`src/rtl/csi_param_pkg.sv`:
```
// csi_param_pkg: CSI-2 packet constants, FSM states and the CRC-16 step
// shared by the packet builder and its bench.
package csi_param_pkg;

  localparam logic [5:0] FRAME_START_DATA_TYPE = 6'h00;
  localparam logic [5:0] FRAME_END_DATA_TYPE   = 6'h01;
  localparam logic [5:0] PIXEL14BITS_DATA_TYPE = 6'h2D;
  localparam logic [7:0] ECC                   = 8'hCC;

  localparam int unsigned LONG_PACKET_FOOTER_WIDTH_BYTES = 2;
  localparam int unsigned SHORT_PACKET_WIDTH_BYTES       = 4;

  typedef enum logic [2:0] {
    IDLE,
    FS,
    LP_HDR,
    PAYLOAD_IN,
    PAYLOAD_OUT,
    FOOTER,
    FE
  } csi_pkt_state_t;

  // One byte of CRC-16, LSB first, reflected polynomial, no final XOR.
  function automatic logic [15:0] csi_crc16_byte(
    input logic [15:0] crc,
    input logic [7:0]  data
  );
    logic [15:0] c;
    c = crc;
    for (int i = 0; i < 8; i++) begin
      if (c[0] ^ data[i]) c = (c >> 1) ^ 16'h8408;
      else                c = c >> 1;
    end
    return c;
  endfunction

endpackage

```
`src/rtl/csi_crc16.sv`:
```
// csi_crc16: registered byte-wide CRC-16, seed 0xFFFF on init.
// Built only when CSI_PKT_CRC_EN is defined.
`ifdef CSI_PKT_CRC_EN
module csi_crc16
  import csi_param_pkg::*;
(
  input  logic        clk,
  input  logic        rst,
  input  logic        init,
  input  logic        en,
  input  logic [7:0]  data,
  output logic [15:0] crc
);

  logic [15:0] crc_q, crc_d;

  always_comb begin
    crc_d = crc_q;
    if (init)    crc_d = 16'hFFFF;
    else if (en) crc_d = csi_crc16_byte(crc_q, data);
  end

  always_ff @(posedge clk) begin
    if (rst) crc_q <= 16'hFFFF;
    else     crc_q <= crc_d;
  end

  assign crc = crc_q;

endmodule
`endif

```
`src/rtl/csi_packet_builder.sv`:
```
// csi_packet_builder: 14-bit pixel stream to CSI-2 RAW14 byte stream.
// Define CSI_PKT_CRC_EN for a computed CRC footer; otherwise it is 00 00.
module csi_packet_builder
  import csi_param_pkg::*;
#(
  parameter int unsigned LINE_PIXELS = 16,
  parameter logic [1:0]  VC          = 2'h0,
  parameter logic [5:0]  DT          = PIXEL14BITS_DATA_TYPE
) (
  input  logic        clk,
  input  logic        rst,
  input  logic        pix_valid,
  output logic        pix_ready,
  input  logic [13:0] pix_data,
  input  logic        pix_sof,
  input  logic        pix_eol,
  input  logic        pix_eof,
  output logic        byte_valid,
  input  logic        byte_ready,
  output logic [7:0]  byte_data,
  output logic        byte_sop,
  output logic        byte_eop,
  output logic        line_err
);

  localparam int unsigned   CW       = $clog2(LINE_PIXELS + 1);
  localparam logic [15:0]   WC       = 16'(LINE_PIXELS * 7 / 4);
  localparam logic [2:0]    SP_LAST  = 3'(SHORT_PACKET_WIDTH_BYTES - 1);
  localparam logic [2:0]    FT_LAST  = 3'(LONG_PACKET_FOOTER_WIDTH_BYTES - 1);
  localparam logic [CW-1:0] PIX_LAST = CW'(LINE_PIXELS - 1);
  localparam logic [CW-1:0] PIX_END  = CW'(LINE_PIXELS);

  csi_pkt_state_t   state_q, state_d;
  logic [2:0]       b_cnt_q, b_cnt_d;
  logic [1:0]       g_cnt_q, g_cnt_d;
  logic [CW-1:0]    pix_cnt_q, pix_cnt_d;
  logic [15:0]      frame_cnt_q, frame_cnt_d;
  logic             eof_q, eof_d;
  logic [3:0][13:0] grp_q, grp_d;
  logic             byte_valid_q, byte_valid_d;
  logic [7:0]       byte_data_q, byte_data_d;
  logic             byte_sop_q, byte_sop_d;
  logic             byte_eop_q, byte_eop_d;
  logic             line_err_q, line_err_d;
  logic             pix_ready_q, pix_ready_d;

  logic        can_load, emit, load, accept;
  logic        osop, oeop;
  logic [7:0]  ob;
  logic [15:0] crc;

  function automatic logic [7:0] sp_byte(
    input logic [2:0]  idx,
    input logic [5:0]  dt,
    input logic [15:0] fc
  );
    logic [7:0] r;
    unique case (idx)
      3'd0:    r = {VC, dt};
      3'd1:    r = fc[7:0];
      3'd2:    r = fc[15:8];
      default: r = ECC;
    endcase
    return r;
  endfunction

  always_comb begin
    state_d     = state_q;
    b_cnt_d     = b_cnt_q;
    g_cnt_d     = g_cnt_q;
    pix_cnt_d   = pix_cnt_q;
    frame_cnt_d = frame_cnt_q;
    eof_d       = eof_q;
    grp_d       = grp_q;
    line_err_d  = 1'b0;
    emit        = 1'b0;
    ob          = 8'h00;
    osop        = 1'b0;
    oeop        = 1'b0;
    can_load    = !byte_valid_q || byte_ready;
    accept      = pix_valid && pix_ready_q;

    unique case (state_q)
      IDLE: begin
        if (pix_valid && !pix_sof) begin
          state_d = LP_HDR;
          b_cnt_d = 3'd0;
        end else if (pix_valid && can_load) begin
          // FS byte 0 leaves straight from IDLE for one-cycle latency
          emit    = 1'b1;
          osop    = 1'b1;
          ob      = sp_byte(3'd0, FRAME_START_DATA_TYPE, frame_cnt_q);
          state_d = FS;
          b_cnt_d = 3'd1;
        end
      end
      FS: begin
        if (can_load) begin
          emit    = 1'b1;
          ob      = sp_byte(b_cnt_q, FRAME_START_DATA_TYPE, frame_cnt_q);
          oeop    = (b_cnt_q == SP_LAST);
          b_cnt_d = b_cnt_q + 3'd1;
          if (oeop) begin
            state_d = LP_HDR;
            b_cnt_d = 3'd0;
          end
        end
      end
      LP_HDR: begin
        if (can_load) begin
          emit = 1'b1;
          osop = (b_cnt_q == 3'd0);
          unique case (b_cnt_q)
            3'd0:    ob = {VC, DT};
            3'd1:    ob = WC[7:0];
            3'd2:    ob = WC[15:8];
            default: ob = ECC;
          endcase
          b_cnt_d = b_cnt_q + 3'd1;
          if (b_cnt_q == SP_LAST) begin
            state_d = PAYLOAD_IN;
            b_cnt_d = 3'd0;
            g_cnt_d = 2'd0;
          end
        end
      end
      PAYLOAD_IN: begin
        if (accept) begin
          grp_d[g_cnt_q] = pix_data;
          pix_cnt_d      = pix_cnt_q + CW'(1);
          line_err_d     = pix_eol ^ (pix_cnt_q == PIX_LAST);
          if (pix_cnt_q == PIX_LAST) eof_d = pix_eof && pix_eol;
          g_cnt_d = g_cnt_q + 2'd1;
          if (g_cnt_q == 2'd3) begin
            state_d = PAYLOAD_OUT;
            b_cnt_d = 3'd0;
          end
        end
      end
      PAYLOAD_OUT: begin
        if (can_load) begin
          emit = 1'b1;
          unique case (b_cnt_q)
            3'd0:    ob = grp_q[0][13:6];
            3'd1:    ob = grp_q[1][13:6];
            3'd2:    ob = grp_q[2][13:6];
            3'd3:    ob = grp_q[3][13:6];
            3'd4:    ob = {grp_q[1][1:0], grp_q[0][5:0]};
            3'd5:    ob = {grp_q[2][3:0], grp_q[1][5:2]};
            default: ob = {grp_q[3][5:0], grp_q[2][5:4]};
          endcase
          b_cnt_d = b_cnt_q + 3'd1;
          if (b_cnt_q == 3'd6) begin
            b_cnt_d = 3'd0;
            g_cnt_d = 2'd0;
            state_d = (pix_cnt_q == PIX_END) ? FOOTER : PAYLOAD_IN;
          end
        end
      end
      FOOTER: begin
        if (can_load) begin
          emit    = 1'b1;
          ob      = (b_cnt_q == 3'd0) ? crc[7:0] : crc[15:8];
          oeop    = (b_cnt_q == FT_LAST);
          b_cnt_d = b_cnt_q + 3'd1;
          if (oeop) begin
            b_cnt_d   = 3'd0;
            pix_cnt_d = '0;
            state_d   = eof_q ? FE : IDLE;
          end
        end
      end
      FE: begin
        if (can_load) begin
          emit    = 1'b1;
          ob      = sp_byte(b_cnt_q, FRAME_END_DATA_TYPE, frame_cnt_q);
          osop    = (b_cnt_q == 3'd0);
          oeop    = (b_cnt_q == SP_LAST);
          b_cnt_d = b_cnt_q + 3'd1;
          if (oeop) begin
            b_cnt_d     = 3'd0;
            state_d     = IDLE;
            frame_cnt_d = (frame_cnt_q == 16'hFFFF) ? 16'h0001
                                                    : frame_cnt_q + 16'h0001;
          end
        end
      end
      default: state_d = IDLE;
    endcase

    load         = can_load && emit;
    byte_valid_d = can_load ? emit : byte_valid_q;
    byte_data_d  = load ? ob   : byte_data_q;
    byte_sop_d   = load ? osop : byte_sop_q;
    byte_eop_d   = load ? oeop : byte_eop_q;
    pix_ready_d  = (state_d == PAYLOAD_IN);
  end

`ifdef CSI_PKT_CRC_EN
  logic crc_init, crc_en;
  assign crc_init = (state_d == LP_HDR) && (state_q != LP_HDR);
  assign crc_en   = load && (state_q == PAYLOAD_OUT);

  csi_crc16 u_crc (
    .clk  (clk),
    .rst  (rst),
    .init (crc_init),
    .en   (crc_en),
    .data (ob),
    .crc  (crc)
  );
`else
  assign crc = 16'h0000;
`endif

  always_ff @(posedge clk) begin
    if (rst) begin
      state_q      <= IDLE;
      b_cnt_q      <= 3'd0;
      g_cnt_q      <= 2'd0;
      pix_cnt_q    <= '0;
      frame_cnt_q  <= 16'h0001;
      eof_q        <= 1'b0;
      grp_q        <= '0;
      byte_valid_q <= 1'b0;
      byte_data_q  <= 8'h00;
      byte_sop_q   <= 1'b0;
      byte_eop_q   <= 1'b0;
      line_err_q   <= 1'b0;
      pix_ready_q  <= 1'b0;
    end else begin
      state_q      <= state_d;
      b_cnt_q      <= b_cnt_d;
      g_cnt_q      <= g_cnt_d;
      pix_cnt_q    <= pix_cnt_d;
      frame_cnt_q  <= frame_cnt_d;
      eof_q        <= eof_d;
      grp_q        <= grp_d;
      byte_valid_q <= byte_valid_d;
      byte_data_q  <= byte_data_d;
      byte_sop_q   <= byte_sop_d;
      byte_eop_q   <= byte_eop_d;
      line_err_q   <= line_err_d;
      pix_ready_q  <= pix_ready_d;
    end
  end

  assign pix_ready  = pix_ready_q;
  assign byte_valid = byte_valid_q;
  assign byte_data  = byte_data_q;
  assign byte_sop   = byte_sop_q;
  assign byte_eop   = byte_eop_q;
  assign line_err   = line_err_q;

endmodule

```
`config.mk`:
```
export PLATFORM = sky130hd
export DESIGN_NAME = csi_packet_builder
export DESIGN_NICKNAME = d
export VERILOG_FILES = /design/src/rtl/csi_param_pkg.sv /design/src/rtl/csi_crc16.sv /design/src/rtl/csi_packet_builder.sv
export SDC_FILE = /design/constraint.sdc
export NUM_CORES = 1
export LEC_CHECK = 0
export CORE_ASPECT_RATIO = 0.9
export CORE_MARGIN = 4
export CORE_UTILIZATION = 53
export DETAILED_ROUTE_END_ITERATION = 10
export DONT_BUFFER_PORTS = 1
export PLACE_DENSITY = 0.71
export SLEW_MARGIN = 30
export SYNTH_ARGS = -nofsm -noshare
export SYNTH_HDL_FRONTEND = slang
export SYNTH_HIERARCHICAL = 1
export SYNTH_SLANG_ARGS = --single-unit
```
`constraint.sdc`:
```
create_clock -name clk -period 6.7 [get_ports clk]
set_clock_uncertainty 0.1 [all_clocks]
set_input_delay 1.675 -clock clk [delete_from_list [all_inputs] [get_ports clk]]
set_output_delay 1.675 -clock clk [all_outputs]
set_load 0.02 [all_outputs]
```
==> impl_results.md <==
* Status: completed
* Worst setup SP type: input port
* Post-synthesis async set-or-reset flop share at 0%
* Worst skew pair latency at 0.37 ns
* # hold bufs at CTS at 0
* Mean Syn Cell Area at 7.84 µm²
* Routed wire per std cell at 18.1 µm
* Seq. cell area at 1980 µm²
* Top cell type's share of synthesized area at 39.6%
* Setup crit end kind: flop
* Largest vdd supply drop at 0.123 mV
* Chip height at 100 µm
* Post-synth EDFFs at 0
* Grt ovf at 0
* P_sw at 345 µW
* H-tree Lvls at 3
* PD cells at 226 nW/µm²
* IO Pins at 34
* Distinct cells, synth at 65
* Post-synthesis simple-gate area fraction at 23.7%
* Routed vias/inst at 6.17
* Slew Viols, Final at 0
* Sequential share of power at 53.5%
* Max_cap viols at 0
* Fillers at 892
* DPL Wire Length at 8880 µm
* Clock Power Share at 33.2%
* CTS tree: built
* Fraction of layout cells with a size suffix above 1 at 5.70%
* Worst Hold Class: reg -> reg
* CP max-delay cell: and2_0
* Final setup margin at 3.38 ns
* Post-Synth Adder-Cell Area at 5.00%
* Sw Ratio at 29.5%
* Final period util at 49.5%
* Most frequent cells in the layout: nand2_1, dfxtp_1, a21oi_1
* Post-CTS Repair Setup Buffers at 0
* Reg clk slew, reported paths at 0.10 ns
* Footprint of the multi-input gates at 2770 µm²
* Starting Density at 54.6%
* CP most frequent cell: nand2_1
* Pint at 826 µW
* Total track usage at 24.1%
* Largest fanout on the critical path at 14
* Most common cell after layout, fill and taps aside: nand2_1
* Crit path time final at 3.32 ns
* Mux share of post-synthesis cell area at 3.12%
* Final #Nets at 651
* Final antenna diode count at 0
* Port buffer count at 0
* Pleak at 0.00167 µW
* CTS sink cnt at 99
* DR vias at 4544
* CP Class: in -> reg
* Number of buffers created by CTS at 9
* CTS Buffer Depth at 2
* Placer congestion estimate at 0.884
* Slack of the worst reg-to-reg path at 3.77 ns
* Largest cells by area after synthesis: dfxtp_1, nand2_1, a21oi_1, ha_1, mux2_2
* Synthesized Nets at 680
* Worst R2R Path Depth at 6
* Synth Instances at 639
* Crit-path cells: nand2_1, nor2_1, and2_0, nand2_1, a21oi_1
* Top FF cell, synth: dfxtp_1
* Largest stage delay, worst path at 0.91 ns
* Combinational family with the most area after synthesis: simple AND/OR/NAND/NOR gates
* RSZ-0062 raised after global routing: no
* Die width at 110 µm
* Post-synthesis xor/xnor area fraction at 2.80%
* Initial drt markers at 450
* Drt pass-1 iters at 6
* Drc violations at 0
* Core Area at 9170 µm²
* Worst Hold Path Cells at 2
* First-pass GRT wire length at 21600 µm
* Synthesized flop and latch total at 99
* Worst slew margin at 30.5%
* Area Growth Syn to Fin at 3.32%
* Post-Syn Area at 5010 µm²
* Post-place setup slack at 3.07 ns
* FMAX at 301 MHz
* Initial antenna violation count at 0
* WP data required at 6.91 ns
* Setup Viol. Count Final at 0
* Final Hold Viols at 0
* Least-Margin Pin Slew at 1.04 ns
* Synth Area in Compound Gates at 20.6%
* CTS root buf: clkbuf_8
* Synth Warn # at 6
* Gate power share at 13.3%
* Post-synthesis sequential area ratio at 39.6%
* TNS Setup at 0 ns
* Cell accounting for the most synthesized area: dfxtp_1
* Row Count at 33
* Arrival @ worst endpoint at 3.53 ns
* Hold WS at 0.357 ns
* Largest net degree at the start of global routing at 82
* Vias in the first global route at 4158
* WL final at 13300 µm
* DRT antenna net count at 0
* Die area at 11100 µm²
* Post_cts resized at 0
## through the flow
step                total power [µW]  util [%]  cells  instance area (µm²)
global route                    1230      56.5    736                 5170
detailed placement               792      54.4    721                 4980
global placement                 791      54.4    721                 4980
finish                          1170      56.5    736                 5170
floorplan                        762         -    639                 5010
CTS                             1170      56.5    736                 5170
## metal layers
layer	GRT usage [%]	share of wire, %
met1	33.0	46
met2	38.3	46
met3	6.33	7.5
met4	6.06	1.3
met5	0	0
## path summary, 6_finish.rpt
kind / from / to
max: pix_valid / grp_q[31]
max reg2reg: state_q[1] / grp_q[31]
min: grp_q[19] / grp_q[19]
min reg2reg: grp_q[19] / grp_q[19]
## state kept, by name, indices dropped and copies added, names as in the netlist, 2 cells and up
register and cells:
grp_q 56, frame_cnt_q 16, byte_data 8, pix_cnt_q 5, b_cnt_q 3, state_q 3
g_cnt_q 2
## critical path, delay by kind of cell
kind | cells | cell delay, ns
AO/OA/AOI/OAI | 1 | 0.16
AND/OR/NAND/NOR | 4 | 1.69
## power by group through the flow
stage | registers (µW) | clock network [µW] | logic [µW]
after floorplan | 636 | 0 | 126
after global placement | 640 | 0 | 151
after detailed placement | 640 | 0 | 152
after CTS | 626 | 396 | 153
after global routing | 628 | 427 | 170
final | 626 | 388 | 156
## kinds of logic after synthesis
| kind of cell | count (synthesis) |
|---|---|
| xor gates and xnor gates | 16 |
| AOI/OAI and AO/OA | 162 |
| and+or+nand+nor | 267 |
| muxes | 14 |
| buffers and inverters | 61 |
| adders and majority gates | 20 |
| DFF | 99 |
## area by class of cell
class	instances	area share, %
clock buffer	10	2.47
clock inverter	5	1.21
inverter	20	1.45
multi-input combinational	479	53.5
sequential	99	38.3
tap	122	2.95
timing repair buffer	1	0.145
## synthesized netlist by cell type (6+ instances only)
library cell	instances
nand2_1	149
nand3_1	18
nor3_1	17
xnor2_1	9
inv_1	20
ha_1	20
nor2b_1	6
buf_2	15
nand4_1	9
clkbuf_1	23
mux2_2	13
dfxtp_1	99
a22o_1	7
a31oi_1	12
o21ai_0	19
xor2_1	7
a222oi_1	6
a21oi_1	76
nor2_1	35
Note: power is estimated with default switching activity, not from simulation.
